[src/rtl/clk_gen_pkg.sv]
// Shared types for the programmable clock-pattern generator: FSM states,
// phase-length configuration record and the zero-length clamp.
package clk_gen_pkg;

    localparam int CFG_W = 16;

    typedef enum logic [1:0] {
        IDLE = 2'd0,
        HIGH = 2'd1,
        LOW  = 2'd2
    } gen_state_t;

    typedef struct packed {
        logic [CFG_W-1:0] high;
        logic [CFG_W-1:0] low;
    } phase_cfg_t;

    // A zero-length phase would stall the counter compare, so it becomes one cycle.
    function automatic logic [CFG_W-1:0] clamp_len(input logic [CFG_W-1:0] len);
        return (len == '0) ? CFG_W'(1) : len;
    endfunction

endpackage

[src/rtl/clk_gen_cfg_slot.sv]
// One-entry valid/ready holding register for phase config; the held entry is
// copied into the active config whenever the generator signals a safe point.
module clk_gen_cfg_slot
    import clk_gen_pkg::*;
#(
    parameter int DEF_HIGH = 18,
    parameter int DEF_LOW  = 18
) (
    input  logic       clk,
    input  logic       rst,
    input  logic       cfg_valid,
    output logic       cfg_ready,
    input  phase_cfg_t req_cfg,
    input  logic       apply,
    output phase_cfg_t act_cfg
);

    logic       pend_vld;
    phase_cfg_t pend_cfg;

    assign cfg_ready = !pend_vld;

    // Capture and copy are mutually exclusive: capture needs the slot empty.
    always_ff @(posedge clk or posedge rst) begin
        if (rst) begin
            pend_vld <= 1'b0;
            pend_cfg <= '0;
            act_cfg  <= '{high: CFG_W'(DEF_HIGH), low: CFG_W'(DEF_LOW)};
        end else if (cfg_valid && cfg_ready) begin
            pend_vld <= 1'b1;
            pend_cfg <= '{high: clamp_len(req_cfg.high), low: clamp_len(req_cfg.low)};
        end else if (pend_vld && apply) begin
            pend_vld <= 1'b0;
            act_cfg  <= pend_cfg;
        end
    end

endmodule

[src/rtl/clk_period_gen.sv]
// Programmable clock-pattern generator: registered clk_out with independent
// high/low phase lengths; new config only lands on a period boundary or in IDLE.
module clk_period_gen
    import clk_gen_pkg::*;
#(
    parameter int CNT_W    = 16,
    parameter int DEF_HIGH = 18,
    parameter int DEF_LOW  = 18,
    parameter int PCNT_W   = 32
) (
    input  logic              clk,
    input  logic              rst,
    input  logic              en,
    input  logic              cfg_valid,
    output logic              cfg_ready,
    input  logic [CNT_W-1:0]  cfg_high,
    input  logic [CNT_W-1:0]  cfg_low,
    output logic              clk_out,
    output logic              rise_pulse,
    output logic              fall_pulse,
    output logic [PCNT_W-1:0] period_cnt
);

    gen_state_t       state;
    logic [CNT_W-1:0] cnt;
    phase_cfg_t       act_cfg;
    phase_cfg_t       req_cfg;
    logic             boundary;
    logic             apply;

    assign req_cfg  = '{high: cfg_high, low: cfg_low};
    assign boundary = (state == LOW) && (cnt == act_cfg.low - CFG_W'(1));
    assign apply    = boundary || (state == IDLE);

    clk_gen_cfg_slot #(
        .DEF_HIGH (DEF_HIGH),
        .DEF_LOW  (DEF_LOW)
    ) u_cfg_slot (
        .clk       (clk),
        .rst       (rst),
        .cfg_valid (cfg_valid),
        .cfg_ready (cfg_ready),
        .req_cfg   (req_cfg),
        .apply     (apply),
        .act_cfg   (act_cfg)
    );

    // Pulses are set in the same update as clk_out so they line up with its edges.
    always_ff @(posedge clk or posedge rst) begin
        if (rst) begin
            state      <= IDLE;
            cnt        <= '0;
            clk_out    <= 1'b0;
            rise_pulse <= 1'b0;
            fall_pulse <= 1'b0;
            period_cnt <= '0;
        end else begin
            rise_pulse <= 1'b0;
            fall_pulse <= 1'b0;
            case (state)
                IDLE: begin
                    cnt <= '0;
                    if (en) begin
                        state      <= HIGH;
                        clk_out    <= 1'b1;
                        rise_pulse <= 1'b1;
                    end
                end
                HIGH: begin
                    if (cnt == act_cfg.high - CFG_W'(1)) begin
                        state      <= LOW;
                        cnt        <= '0;
                        clk_out    <= 1'b0;
                        fall_pulse <= 1'b1;
                    end else begin
                        cnt <= cnt + CNT_W'(1);
                    end
                end
                LOW: begin
                    if (boundary) begin
                        cnt        <= '0;
                        period_cnt <= period_cnt + PCNT_W'(1);
                        if (en) begin
                            state      <= HIGH;
                            clk_out    <= 1'b1;
                            rise_pulse <= 1'b1;
                        end else begin
                            state <= IDLE;
                        end
                    end else begin
                        cnt <= cnt + CNT_W'(1);
                    end
                end
                default: begin
                    state   <= IDLE;
                    cnt     <= '0;
                    clk_out <= 1'b0;
                end
            endcase
        end
    end

endmodule

[config.mk]
export PLATFORM = sky130hd
export DESIGN_NAME = clk_period_gen
export DESIGN_NICKNAME = d
export VERILOG_FILES = /design/src/rtl/clk_gen_pkg.sv /design/src/rtl/clk_gen_cfg_slot.sv /design/src/rtl/clk_period_gen.sv
export SDC_FILE = /design/constraint.sdc
export NUM_CORES = 1
export LEC_CHECK = 0
export ABC_AREA = 1
export BUFFER_PORTS_ARGS = -buffer_cell sky130_fd_sc_hd__buf_2
export CORE_MARGIN = 4
export CORE_UTILIZATION = 54
export CTS_CLUSTER_DIAMETER = 150
export DETAILED_ROUTE_END_ITERATION = 8
export PLACE_DENSITY = 0.74
export SLEW_MARGIN = 15
export SYNTH_ARGS = -nofsm -noshare
export SYNTH_HDL_FRONTEND = slang
export SYNTH_HIERARCHICAL = 1
export SYNTH_SLANG_ARGS = --single-unit
[constraint.sdc]
create_clock -name clk -period 7.85 [get_ports clk]
set_clock_uncertainty 0.2 [all_clocks]
set_input_delay 1.1775 -clock clk [delete_from_list [all_inputs] [get_ports clk]]
set_output_delay 1.1775 -clock clk [all_outputs]
set_load 0.01 [all_outputs]
==> impl_metrics.json <==
{
  "nNetsFinal": 1098,
  "worstSkewPairLatency_ns": 0.41,
  "status": "completed",
  "grt_start_max_net_pins": 66,
  "vdd_drop_max_mv": 0.181,
  "setup_violations": 0,
  "slowest_delay_ns": 0.49,
  "async_flop_share_pct": 100,
  "htreeDepth": 4,
  "pre_cts_ws_ns": 4.71,
  "synthTopCellsByCount": "nand2_1, dfrtp_1, inv_1",
  "wl_per_cell_um": 13.1,
  "postCtsSetupBuffers": 0,
  "power.leakage_uw": 0.00400,
  "rows": 42,
  "yosys_warnings": 6,
  "slew-limit-headroom_pct": 47.3,
  "first_iter_violations": 465,
  "cts_inserted_buffers": 17,
  "grt_pass1_vias": 5709,
  "ctsResizeCount": 0,
  "cp.depth": 17,
  "r2r_cells": 17,
  "cp_common_cell": "nand2_1",
  "synth.avg_cell_area_um2": 7.45,
  "place_congestion": 0.912,
  "critPathSlowestCell": "clkinv_1",
  "synth_seq_cells": 118,
  "fin_area_um2": 8280,
  "worstPathArrival_ns": 3.24,
  "syn_area_um2": 7330,
  "ys_seq_area_share_pct": 40.3,
  "tns_ns": 0,
  "syn_to_final_growth_pct": 12.9,
  "die_w_um": 125,
  "powerDensity_nw_per_um2": 321,
  "syn_inst": 984,
  "hold_viol_final": 0,
  "num_io_pins": 72,
  "synth_edf_count": 0,
  "cts_hold_buf": 0,
  "start_util_pct": 55.2,
  "cts_tree": "yes",
  "fin_crit_ns": 3.15,
  "regArea_um2": 2960,
  "dieHeight_um": 125,
  "ant_nets": 0,
  "multi_input_area_um2": 3760,
  "path_cells": "inv_1, ha_1, nand2_1, nor2_1, nand3_1, nand2_1, nand3_1, nand2_1, nand3b_1, nor2_1, nand3_2, nand2_1, nand2_1, buf_4, clkinv_1, nand2_1, nand2_1",
  "cap_viol_max_count": 0,
  "io_buffer_count": 71,
  "rsz0062_at_grt": "false",
  "crit_fanout": 48,
  "layout-drive-gt1-share_pct": 16.5,
  "crit_family": "simple AND/OR/NAND/NOR gates",
  "core_um2": 13300,
  "yosysTopAreaCellShare_pct": 38.9,
  "grt_usage_pct": 21.5,
  "worst_pin_slew_ns": 0.791,
  "clkSinkCount": 118,
  "cts_root_buf": "clkbuf_16",
  "dr.pass1.iters": 5,
  "synth_ff_type": "dfrtp_1",
  "diodes": 0,
  "synth_top_cells_by_area": "dfrtp_1, nand2_1, inv_1",
  "clockBufferDepth": 2,
  "synth.most_common_cell": "nand2_1",
  "drt-vias-per-instance": 5.05,
  "min_path_type": "reg -> reg",
  "whs_path_depth": 2,
  "worstPathRequired_ns": 7.94,
  "grt-ovfl-total": 0,
  "grt_pass1_wl_mm": 27.8,
  "dpl-instance-area_um2": 7740,
  "wl_mm": 16.3,
  "yosysTopAreaCell": "dfrtp_1",
  "die-area_um2": 15500,
  "fin_hold_ws_ns": 0.269,
  "nFillCells": 1240,
  "fmax_ghz": 0.318,
  "crit_type": "reg -> reg",
  "yosysUniqueCellTypes": 38,
  "slew_viol_final": 0,
  "dr_total_vias": 6275,
  "dp_hpwl_mm": 11.9,
  "critPathLaunchType": "register",
  "crit_buf_inv": 3,
  "total_power_uw": 2660,
  "drcViolationCount": 0,
  "syn-num-nets": 1028,
  "end_kind": "register",
  "setup_ws_ns": 4.70,
  "finalCritPeriodShare_pct": 40.1,
  "antenna_found_initial": 0,
  "cts.reportedPaths.clkPinSlew_ns": 0.05
}
## flip-flops by register name, summed over array words and instances, names as in the netlist
register / flops
u_cfg_slot/pend_cfg: 32
u_cfg_slot/pend_vld: 1
state: 2
period_cnt: 32
u_cfg_slot/act_cfg: 32
clk_out: 1
cnt: 16
fall_pulse: 1
rise_pulse: 1
## through the flow
stage,instances,util (%)
floorplan,984,-
global placement,1211,58.2
detailed placement,1211,58.2
CTS,1242,62.3
global route,1242,62.3
finish,1242,62.3
## layer usage
| metal | wire length (um) | up-vias | track usage (%) |
|---|---|---|---|
| met2 | 7630 | 161 | 34.4 |
| li1 | - | 3211 | - |
| met3 | 748 | 25 | 3.90 |
| met5 | 0 | - | 0 |
| met1 | 7690 | 2878 | 29.9 |
| met4 | 250 | 0 | 6.77 |
## report_power, final
| part | switching [uW] | total, uW | internal [uW] | leakage, uW |
|---|---|---|---|---|
| Sequential | 159 | 948 | 789 | 0.00154 |
| Combinational | 646 | 1000 | 355 | 0.00221 |
| Clock | 281 | 711 | 430 | 0.000257 |
## worst min-delay path, cell delays in order, from the launching register on
cell and delay [ns]:
dfrtp_1 0.34, nand2_1 0.05, nand2_1 0.04
## placed cells by master, fill, tap and decap left out, drive strengths merged, types with 18 or more instances in the layout
master,n
buf,75
nand3,39
nand4,18
xnor2,29
nand2,349
xor2,42
inv,110
dfrtp,114
o21ai,71
clkbuf,18
nor3,20
nor2,124
## cells by family after synthesis
kind of cell	synth area share [%]
buffers and inverters	8.50
AO/OA/AOI/OAI	7.20
XOR/XNOR	8.79
flip-flops	40.3
AND/OR/NAND/NOR	33.8
adder cells (fa/ha/maj)	1.36
## cell type report
type	count	share of cell area, %
clock buffers	18	5.18
inverters	111	5.03
clock inverters	13	1.35
flip-flops and latches	118	35.7
well taps	176	2.66
repair buffers	75	4.65
multi-input cells	731	45.4
## worst paths after layout
| check | start | to | slack, ns |
|---|---|---|---|
| max in group asynchronous | rst | u_cfg_slot/act_cfg[21]$_DFFE_PP0P_ | 6.12 |
| hold / removal | u_cfg_slot/pend_cfg[12]$_DFFE_PP0P_ | u_cfg_slot/act_cfg[12]$_DFFE_PP0P_ | 0.27 |
| hold reg to reg | u_cfg_slot/pend_cfg[12]$_DFFE_PP0P_ | u_cfg_slot/act_cfg[12]$_DFFE_PP0P_ | 0.27 |
| min in group asynchronous | rst | period_cnt[19]$_DFFE_PP0P_ | 0.76 |
| setup / recovery | u_cfg_slot/act_cfg[0]$_DFFE_PP0P_ | u_cfg_slot/act_cfg[7]$_DFFE_PP0P_ | 4.70 |
| setup reg to reg | u_cfg_slot/act_cfg[0]$_DFFE_PP0P_ | u_cfg_slot/act_cfg[7]$_DFFE_PP0P_ | 4.70 |
No activity file was read; power rests on OpenSTA's default activity.
